## src/rtl/div_sequencer.sv

```systemverilog
// Iterative restoring divider for DIV/DIVU with its own sequencing FSM.
// It holds the EX stage through DivStall while the iterations run.
// Quotient and remainder are presented on LoE/HiE for the HILO write.
module div_sequencer #(
  parameter int unsigned WIDTH = 32
) (
  input  logic             clk,
  input  logic             rst,
  input  logic             StartE,
  input  logic             SignedE,
  input  logic [WIDTH-1:0] SrcAE,
  input  logic [WIDTH-1:0] SrcBE,
  input  logic             FlushE,
  input  logic             AdvanceE,
  output logic             DivStall,
  output logic             DivDone,
  output logic [WIDTH-1:0] HiE,
  output logic [WIDTH-1:0] LoE
);

  localparam int unsigned CntW = (WIDTH > 1) ? $clog2(WIDTH) : 1;

  typedef enum logic [1:0] {
    IDLE = 2'd0,
    BUSY = 2'd1,
    DONE = 2'd2
  } state_t;

  state_t           state;
  state_t           stateNext;
  logic [CntW-1:0]  count;
  logic [WIDTH-1:0] divisor;
  logic [WIDTH-1:0] rem;
  logic [WIDTH-1:0] quo;
  logic             qSign;
  logic             rSign;
  logic [WIDTH:0]   trial;
  logic [WIDTH-1:0] remStep;
  logic [WIDTH-1:0] quoStep;
  logic             lastStep;
  logic             takeStart;

  assign takeStart = (state == IDLE) && StartE && !FlushE;
  assign lastStep  = (state == BUSY) && (count == CntW'(WIDTH - 1));

  // One restoring step: shift {rem,quo} left and subtract the divisor if it fits.
  // trial is one bit wider because the shifted remainder can exceed WIDTH bits.
  always_comb begin
    trial   = {rem, quo[WIDTH-1]};
    remStep = trial[WIDTH-1:0];
    quoStep = {quo[WIDTH-2:0], 1'b0};
    if (trial >= {1'b0, divisor}) begin
      remStep = WIDTH'(trial - {1'b0, divisor});
      quoStep = {quo[WIDTH-2:0], 1'b1};
    end
  end

  // State register.
  always_ff @(posedge clk or posedge rst) begin
    if (rst) begin
      state <= IDLE;
    end else begin
      state <= stateNext;
    end
  end

  // Next-state and stall/done decode; a flush annuls everything in the same cycle.
  always_comb begin
    stateNext = state;
    DivStall  = 1'b0;
    DivDone   = 1'b0;
    case (state)
      IDLE: begin
        if (StartE) begin
          DivStall  = 1'b1;
          stateNext = BUSY;
        end
      end
      BUSY: begin
        DivStall = 1'b1;
        if (lastStep) begin
          stateNext = DONE;
        end
      end
      DONE: begin
        DivDone = 1'b1;
        if (AdvanceE) begin
          stateNext = IDLE;
        end
      end
      default: begin
        stateNext = IDLE;
      end
    endcase
    if (FlushE) begin
      stateNext = IDLE;
      DivStall  = 1'b0;
      DivDone   = 1'b0;
    end
  end

  // Operand capture, iteration datapath and registered sign-corrected results.
  always_ff @(posedge clk or posedge rst) begin
    if (rst) begin
      count   <= '0;
      divisor <= '0;
      rem     <= '0;
      quo     <= '0;
      qSign   <= 1'b0;
      rSign   <= 1'b0;
      HiE     <= '0;
      LoE     <= '0;
    end else if (FlushE) begin
      count <= '0;
    end else if (takeStart) begin
      quo     <= (SignedE && SrcAE[WIDTH-1]) ? WIDTH'(-SrcAE) : SrcAE;
      divisor <= (SignedE && SrcBE[WIDTH-1]) ? WIDTH'(-SrcBE) : SrcBE;
      qSign   <= SignedE && (SrcAE[WIDTH-1] ^ SrcBE[WIDTH-1]);
      rSign   <= SignedE && SrcAE[WIDTH-1];
      rem     <= '0;
      count   <= '0;
    end else if (state == BUSY) begin
      rem   <= remStep;
      quo   <= quoStep;
      count <= count + CntW'(1);
      if (lastStep) begin
        count <= '0;
        LoE   <= qSign ? WIDTH'(-quoStep) : quoStep;
        HiE   <= rSign ? WIDTH'(-remStep) : remStep;
      end
    end
  end

endmodule

```

## config.mk

```make
export PLATFORM = sky130hd
export DESIGN_NAME = div_sequencer
export DESIGN_NICKNAME = d
export VERILOG_FILES = /design/src/rtl/div_sequencer.sv
export SDC_FILE = /design/constraint.sdc
export NUM_CORES = 1
export LEC_CHECK = 0
export ABC_AREA = 1
export BUFFER_PORTS_ARGS = -buffer_cell sky130_fd_sc_hd__clkbuf_2
export CORE_UTILIZATION = 48
export CTS_BUF_LIST = sky130_fd_sc_hd__clkbuf_8
export DETAILED_ROUTE_END_ITERATION = 10
export GPL_ROUTABILITY_DRIVEN = 1
export PLACE_DENSITY_LB_ADDON = 0.3
export SLEW_MARGIN = 20
export SYNTH_ARGS = -nofsm -noshare
export SYNTH_HDL_FRONTEND = slang
export SYNTH_SLANG_ARGS = --single-unit
```

## constraint.sdc

```tcl
create_clock -name clk -period 6 [get_ports clk]
set_input_delay 0.6 -clock clk [delete_from_list [all_inputs] [get_ports clk]]
set_output_delay 0.6 -clock clk [all_outputs]
set_load 0.01 [all_outputs]
```

==> results of run 1 <==
## metrics by stage
step	area [sq um]	cells	hold WS [ns]	utilization, %	power (W)
3_5_place_dp	13700	2377	0.466	52.6	0.00872
4_1_cts	14100	2409	0.300	54.0	0.00958
5_1_grt	14100	2409	0.316	54.0	0.0106
6_report	14100	2409	0.237	54.0	0.00968
3_3_place_gp	13700	2377	0.465	52.6	0.00869
2_1_floorplan	12800	1955	0.449	-	0.00687
## area by class of cell
type | count | area (sq um) | share of cell area (%)
inverters | 295 | 1110 | 7.88
well taps | 335 | 419 | 2.97
repair buffers | 145 | 751 | 5.32
multi-input cells | 1433 | 7220 | 51.2
flip-flops and latches | 169 | 4230 | 30.0
clock buffers | 17 | 234 | 1.66
clock inverters | 15 | 146 | 1.04
## registers in the layout, indices dropped and copies added, names as in the netlist
name / flops
rSign: 1
quo: 32
state: 2
qSign: 1
HiE: 32
count: 5
divisor: 32
LoE: 32
rem: 32
## path summary, 6_finish.rpt
kind | from | endpoint | slack [ns]
max | rem[7] | LoE[30] | 1.84
min | rst | divisor[4] | 0.24
max reg2reg | rem[7] | LoE[30] | 1.84
min reg2reg | HiE[24] | HiE[24] | 0.48
max in group asynchronous | rst | rem[14] | 4.53
min in group clk | SrcBE[1] | divisor[1] | 0.42
## power groups by stage
| stage | Sequential [W] | Clock [W] | Combinational, W |
|---|---|---|---|
| after global routing | 0.00212 | 0.000894 | 0.00757 |
| after global placement | 0.00206 | 0 | 0.00663 |
| after detailed placement | 0.00207 | 0 | 0.00665 |
| after floorplan | 0.00201 | 0 | 0.00486 |
| after CTS | 0.00205 | 0.000850 | 0.00668 |
| final | 0.00206 | 0.000851 | 0.00677 |
## kinds of logic (layout without fill, tap and decap cells)
kind of cell,after synthesis,in the layout,share of synthesized area (%)
simple gates,1090,1090,36.8
buf+inv,353,472,10.8
compound gates,230,230,10.5
flops,169,169,33.0
xor+xnor,74,74,5.11
fa+ha+maj,39,39,3.86
## synth_stat cells (all sizes together)
cell type | n | share of area [%]
o221ai | 20 | 1.4
buf | 20 | 1.0
a21o | 1 | 0.059
nor3 | 21 | 1.1
and3 | 1 | 0.049
o21ai | 136 | 5.5
a211oi | 1 | 0.059
nor4 | 9 | 0.44
xor2 | 66 | 4.6
clkinv | 5 | 0.15
dfrtp | 169 | 33
a31oi | 2 | 0.098
nor2 | 170 | 5.7
inv | 290 | 8.5
a22oi | 2 | 0.12
o22ai | 2 | 0.098
or2 | 8 | 0.39
nand4 | 16 | 0.78
and2 | 7 | 0.35
a221oi | 1 | 0.068
xnor2 | 8 | 0.55
fa | 1 | 0.16
a41oi | 1 | 0.068
o21bai | 3 | 0.18
a21oi | 39 | 1.6
nand3 | 179 | 7.2
o31ai | 5 | 0.29
o41ai | 2 | 0.14
a32o | 3 | 0.23
nand3b | 12 | 0.70
nand2 | 667 | 20
o211ai | 12 | 0.70
ha | 38 | 3.7
clkbuf | 38 | 1.1
## critical path, delay by kind of cell, from the launching register on
family / cells / cell delay, ns
compound gates: 3 / 0.54
xor+xnor: 1 / 0.15
fa+ha+maj: 2 / 0.60
buf+inv: 4 / 0.53
flops: 1 / 0.43
simple gates: 13 / 1.81
## layer usage
metal	part of all wire, %	GRT usage [%]
met3	7.0	4.42
met2	46	49.7
met4	3.8	12.4
met1	44	42.0
met5	0	0
==> flow_metrics.env, run 1 <==
export IMPL_status="complete, but fails checks"
export IMPL_violations="design-rule violations"
export IMPL_worst_slack_ns=1.84
export IMPL_crit_chain="ha_1, nand2_1, inv_1, nand2_1, nand2_1, clkinv_1, nand3_2, nand2_2, nand2_4, a21oi_1, buf_4, ha_1, nand3_1, nor2_1, nand4_1, nor2_1, nand4_1, nor2_1, inv_1, o21ai_0, nand2_1, xor2_1, o21ai_0"
export IMPL_start_util_pct=49.1
export IMPL_hpwl_um=31600
export IMPL_cp_max_fo=15
export IMPL_clock_skew_ns=0.0262
export IMPL_yosysWarnings=0
export IMPL_max_clock_freq_mhz=240
export IMPL_wl_per_cell_um=17.0
export IMPL_finalHoldViolCount=0
export IMPL_numCtsBuffers=17
export IMPL_power_frac_seq_pct=21.3
export IMPL_grt_first_pass_wirelength_um=65300
export IMPL_synth_avg_cell_area_sq_um=6.56
export IMPL_grt_pass1_vias=12200
export IMPL_clockBufferDepth=2
export IMPL_p_int_w=0.00407
export IMPL_fp_dieArea_sq_um=27400
export IMPL_pwr_share_clk_pct=8.8
export IMPL_io_buffers=135
export IMPL_netSwitchingFraction_pct=58.0
export IMPL_crit_slowest_cell="dfrtp_1"
export IMPL_nFillCells=2722
export IMPL_crit_type="reg -> reg"
export IMPL_fin_crit_sh_pct=69.3
export IMPL_min_period_ns=4.16
export IMPL_syn2layout_area_growth_pct=10.1
export IMPL_setup_violations_final=0
export IMPL_drt_first_pass_iters=9
export IMPL_root_buffer="clkbuf_8"
export IMPL_clk_latency_ns=0.49
export IMPL_final_cell_mix="644 x nand2_1, 279 x inv_1, 176 x nand3_1"
export IMPL_cts_sinks=169
export IMPL_combinationalPowerShare_pct=69.9
export IMPL_ys_types=56
export IMPL_layout_drive_gt1_share_pct=12.2
export IMPL_dr_total_vias=13100
export IMPL_hp_class="in -> async"
export IMPL_die_h_um=165
export IMPL_antenna_found_initial=0
export IMPL_maxSlewHeadroom_pct=28.8
export IMPL_drtIter0Drc=1168
export IMPL_core_area_sq_um=26100
export IMPL_row_count=59
export IMPL_routed_wl_um=41000
export IMPL_h_tree_depth=4
export IMPL_dp_slack_ns=1.92
export IMPL_grt_total_usage_pct=31.0
export IMPL_diodes=0
export IMPL_dieWidth_um=165
export IMPL_synth_seq_cells=169
export IMPL_drv_cap=0
export IMPL_required_ns=6.39
export IMPL_tightest_slew_ns=1.06
export IMPL_drc=6
export IMPL_grt_ovfl_total=0
export IMPL_crit_path_end_kind="register"
export IMPL_syn_inst=1955
export IMPL_synth_area_sq_um=12800
export IMPL_switchingPower_w=0.00561
export IMPL_cts_hold_repair_buffers=0
export IMPL_cts_tree="done"
export IMPL_yosysSeqAreaShare_pct=33.0
export IMPL_max_vdd_ir_drop_mv=0.341
export IMPL_gp_congestion=1.03
export IMPL_cts_resized=0
export IMPL_cp_arrival_ns=4.55
export IMPL_finalSetupTns_ns=0
export IMPL_final_common_cell="nand2_1"
export IMPL_rsz0062_at_grt="no"
export IMPL_grt_max_degree=91
export IMPL_clk_pin_slew_ns=0.12
export IMPL_slew_viol_final=0
export IMPL_fin_nets=2170
export IMPL_synth_fp_nets=2064
export IMPL_via_per_inst=5.46
export IMPL_leakage_nw=7.60
export IMPL_slowest_delay_ns=0.43
export IMPL_crit_top_cell="nand2_1"
export IMPL_rr_worst_depth=23
export IMPL_cts_setup_buffers=0
export IMPL_powerDensity_nw_per_um2=686
export IMPL_cp_start_kind="register"
export IMPL_ant_nets=0
export IMPL_ios=136
No activity file was read; power rests on OpenSTA's default activity.
==> run 2: changes to the inputs <==
- clock period: 6 -> 3.47 ns (I/O delays scaled with it)
==> flow_metrics.env, run 2 (synthesis results as in run 1) <==
export IMPL_grt_pass1_vias=12300
export IMPL_cp_endpoint="HiE[28]"
export IMPL_cp_arrival_ns=3.65
export IMPL_drv_cap=0
export IMPL_dieWidth_um=165
export IMPL_via_per_inst=5.40
export IMPL_routed_wl_um=42000
export IMPL_cp_start_kind="register"
export IMPL_r2r_end="HiE[28]"
export IMPL_nFillCells=2639
export IMPL_drtIter0Drc=1170
export IMPL_seq_area_sq_um=4230
export IMPL_clk_pin_slew_ns=0.11
export IMPL_clockBufferDepth=2
export IMPL_h_tree_depth=4
export IMPL_syn2layout_area_growth_pct=17.6
export IMPL_required_ns=3.85
export IMPL_status="complete, but fails checks"
export IMPL_setup_worst_path_start="divisor[29]"
export IMPL_row_count=59
export IMPL_min_period_ns=3.27
export IMPL_r2r_start="divisor[29]"
export IMPL_dp_slack_ns=-0.0594
export IMPL_worst_slack_ns=0.205
export IMPL_rr_worst_depth=21
export IMPL_numCtsBuffers=17
export IMPL_setup_violations_final=0
export IMPL_final_cell_mix="628 x nand2_1, 262 x inv_1, 174 x nand3_1"
export IMPL_root_buffer="clkbuf_8"
export IMPL_cts_sinks=169
export IMPL_layout_drive_gt1_share_pct=18.0
export IMPL_die_h_um=165
export IMPL_wl_per_cell_um=17.0
export IMPL_final_common_cell="nand2_1"
export IMPL_crit_type="reg -> reg"
export IMPL_core_area_sq_um=26100
export IMPL_drc=12
export IMPL_hpwl_um=32800
export IMPL_holdWs_ns=0.165
export IMPL_grt_total_usage_pct=31.4
export IMPL_finalNonFillerCells=2472
export IMPL_finalHoldViolCount=0
export IMPL_finalSetupTns_ns=0
export IMPL_cts_tree="done"
export IMPL_fin_nets=2233
export IMPL_crit_path_end_kind="register"
export IMPL_tightest_slew_ns=0.946
export IMPL_fin_crit_sh_pct=94.1
export IMPL_violations="design-rule violations"
export IMPL_start_util_pct=49.1
export IMPL_hp_class="in -> reg"
export IMPL_io_buffers=135
export IMPL_fp_dieArea_sq_um=27400
export IMPL_clk_latency_ns=0.49
export IMPL_clock_skew_ns=0.0230
export IMPL_grt_max_degree=99
export IMPL_grt_first_pass_wirelength_um=65700
export IMPL_crit_chain="inv_1, ha_1, nand2_2, nor3_4, buf_4, a21oi_2, buf_4, nand2_2, nor2_8, nand2_8, buf_4, nand2_1, nand2_1, nor2_1, nand2_2, nor2_4, nand2_2, nand2_2, nand3_1, nand3_1, nand2_1"
export IMPL_crit_slowest_cell="dfrtp_1"
export IMPL_grt_ovfl_total=0
export IMPL_drt_first_pass_iters=9
export IMPL_gp_congestion=1.06
export IMPL_multiInputGateArea_sq_um=7690
export IMPL_dr_total_vias=13300
export IMPL_slew_viol_final=0
export IMPL_cp_max_fo=19
export IMPL_max_clock_freq_mhz=306
export IMPL_maxSlewHeadroom_pct=36.9
export IMPL_antenna_found_initial=1
export IMPL_dp_cells=2422
export IMPL_slowest_delay_ns=0.39
export IMPL_ant_nets=0
export IMPL_reg2reg_slack_ns=0.20
export IMPL_ios=136
export IMPL_crit_top_cell="nand2_2"
export IMPL_diodes=0
run 2: cell count changes in the layout (fill, tap and decap cells not counted), moves of 3 or more:
cell     change
ha_1        -26
buf_4       +60
nor2_4       +9
o21ai_1      +3
inv_2       +15
ha_4        +26
o21ai_0      -3
nor2_1       -4
inv_1       -17
nand2_1     -16
nor2_2       -5
nand2_2     +14
run 2: what timing repair did:
item,CTS,global route
pin swaps,0,18
hold endpoints to repair,8,0
buffers inserted,0,18
hold buffers,1,0
endpoints found under the setup margin,4,28
resized for setup,2,86
run 2: routing by layer:
layer / track usage, % / up-vias / share of wire [%]
li1: - / 6534 / -
met1: 43.4 / 6233 / 44
met2: 50.6 / 504 / 46
met3: 4.42 / 78 / 6.8
met4: 9.42 / 0 / 2.8
met5: 0 / - / 0
run 2: through the flow:
step	instance area, sq um	util [%]
6_report	15100	57.7
5_1_grt	15100	57.7
4_1_cts	14500	55.5
3_5_place_dp	14100	53.9
3_3_place_gp	14100	53.9
2_1_floorplan	12800	-
run 2: area by class of cell:
class                      instances  area share, %
inverter                         295           7.36
timing repair buffer             208           8.29
tap                              335           2.78
multi-input combinational       1433           50.9
clock inverter                    13          0.862
clock buffer                      19           1.73
sequential                       169           28.0
run 2: critical path: cells and delay by family, from the launching register on:
| kind | cells | cell delay (ns) |
|---|---|---|
| AOI/OAI and AO/OA | 1 | 0.16 |
| adders and majority gates | 1 | 0.28 |
| buffers and inverters | 4 | 0.59 |
| DFF | 1 | 0.39 |
| and+or+nand+nor | 15 | 1.73 |
run 2: how the worst min path moves through the flow:
stage,start,to,cells past startpoint
floorplan,divisor[28],divisor[28],2
global placement,rst,HiE[27],2
detailed placement,rst,HiE[27],2
CTS,SrcBE[1],divisor[1],3
global route,SrcBE[1],divisor[1],3
finish,SrcBE[0],divisor[0],3
Power of run 2 is not shown: default switching activity piles up to over one toggle a cycle in this logic, so the estimate is an artifact.
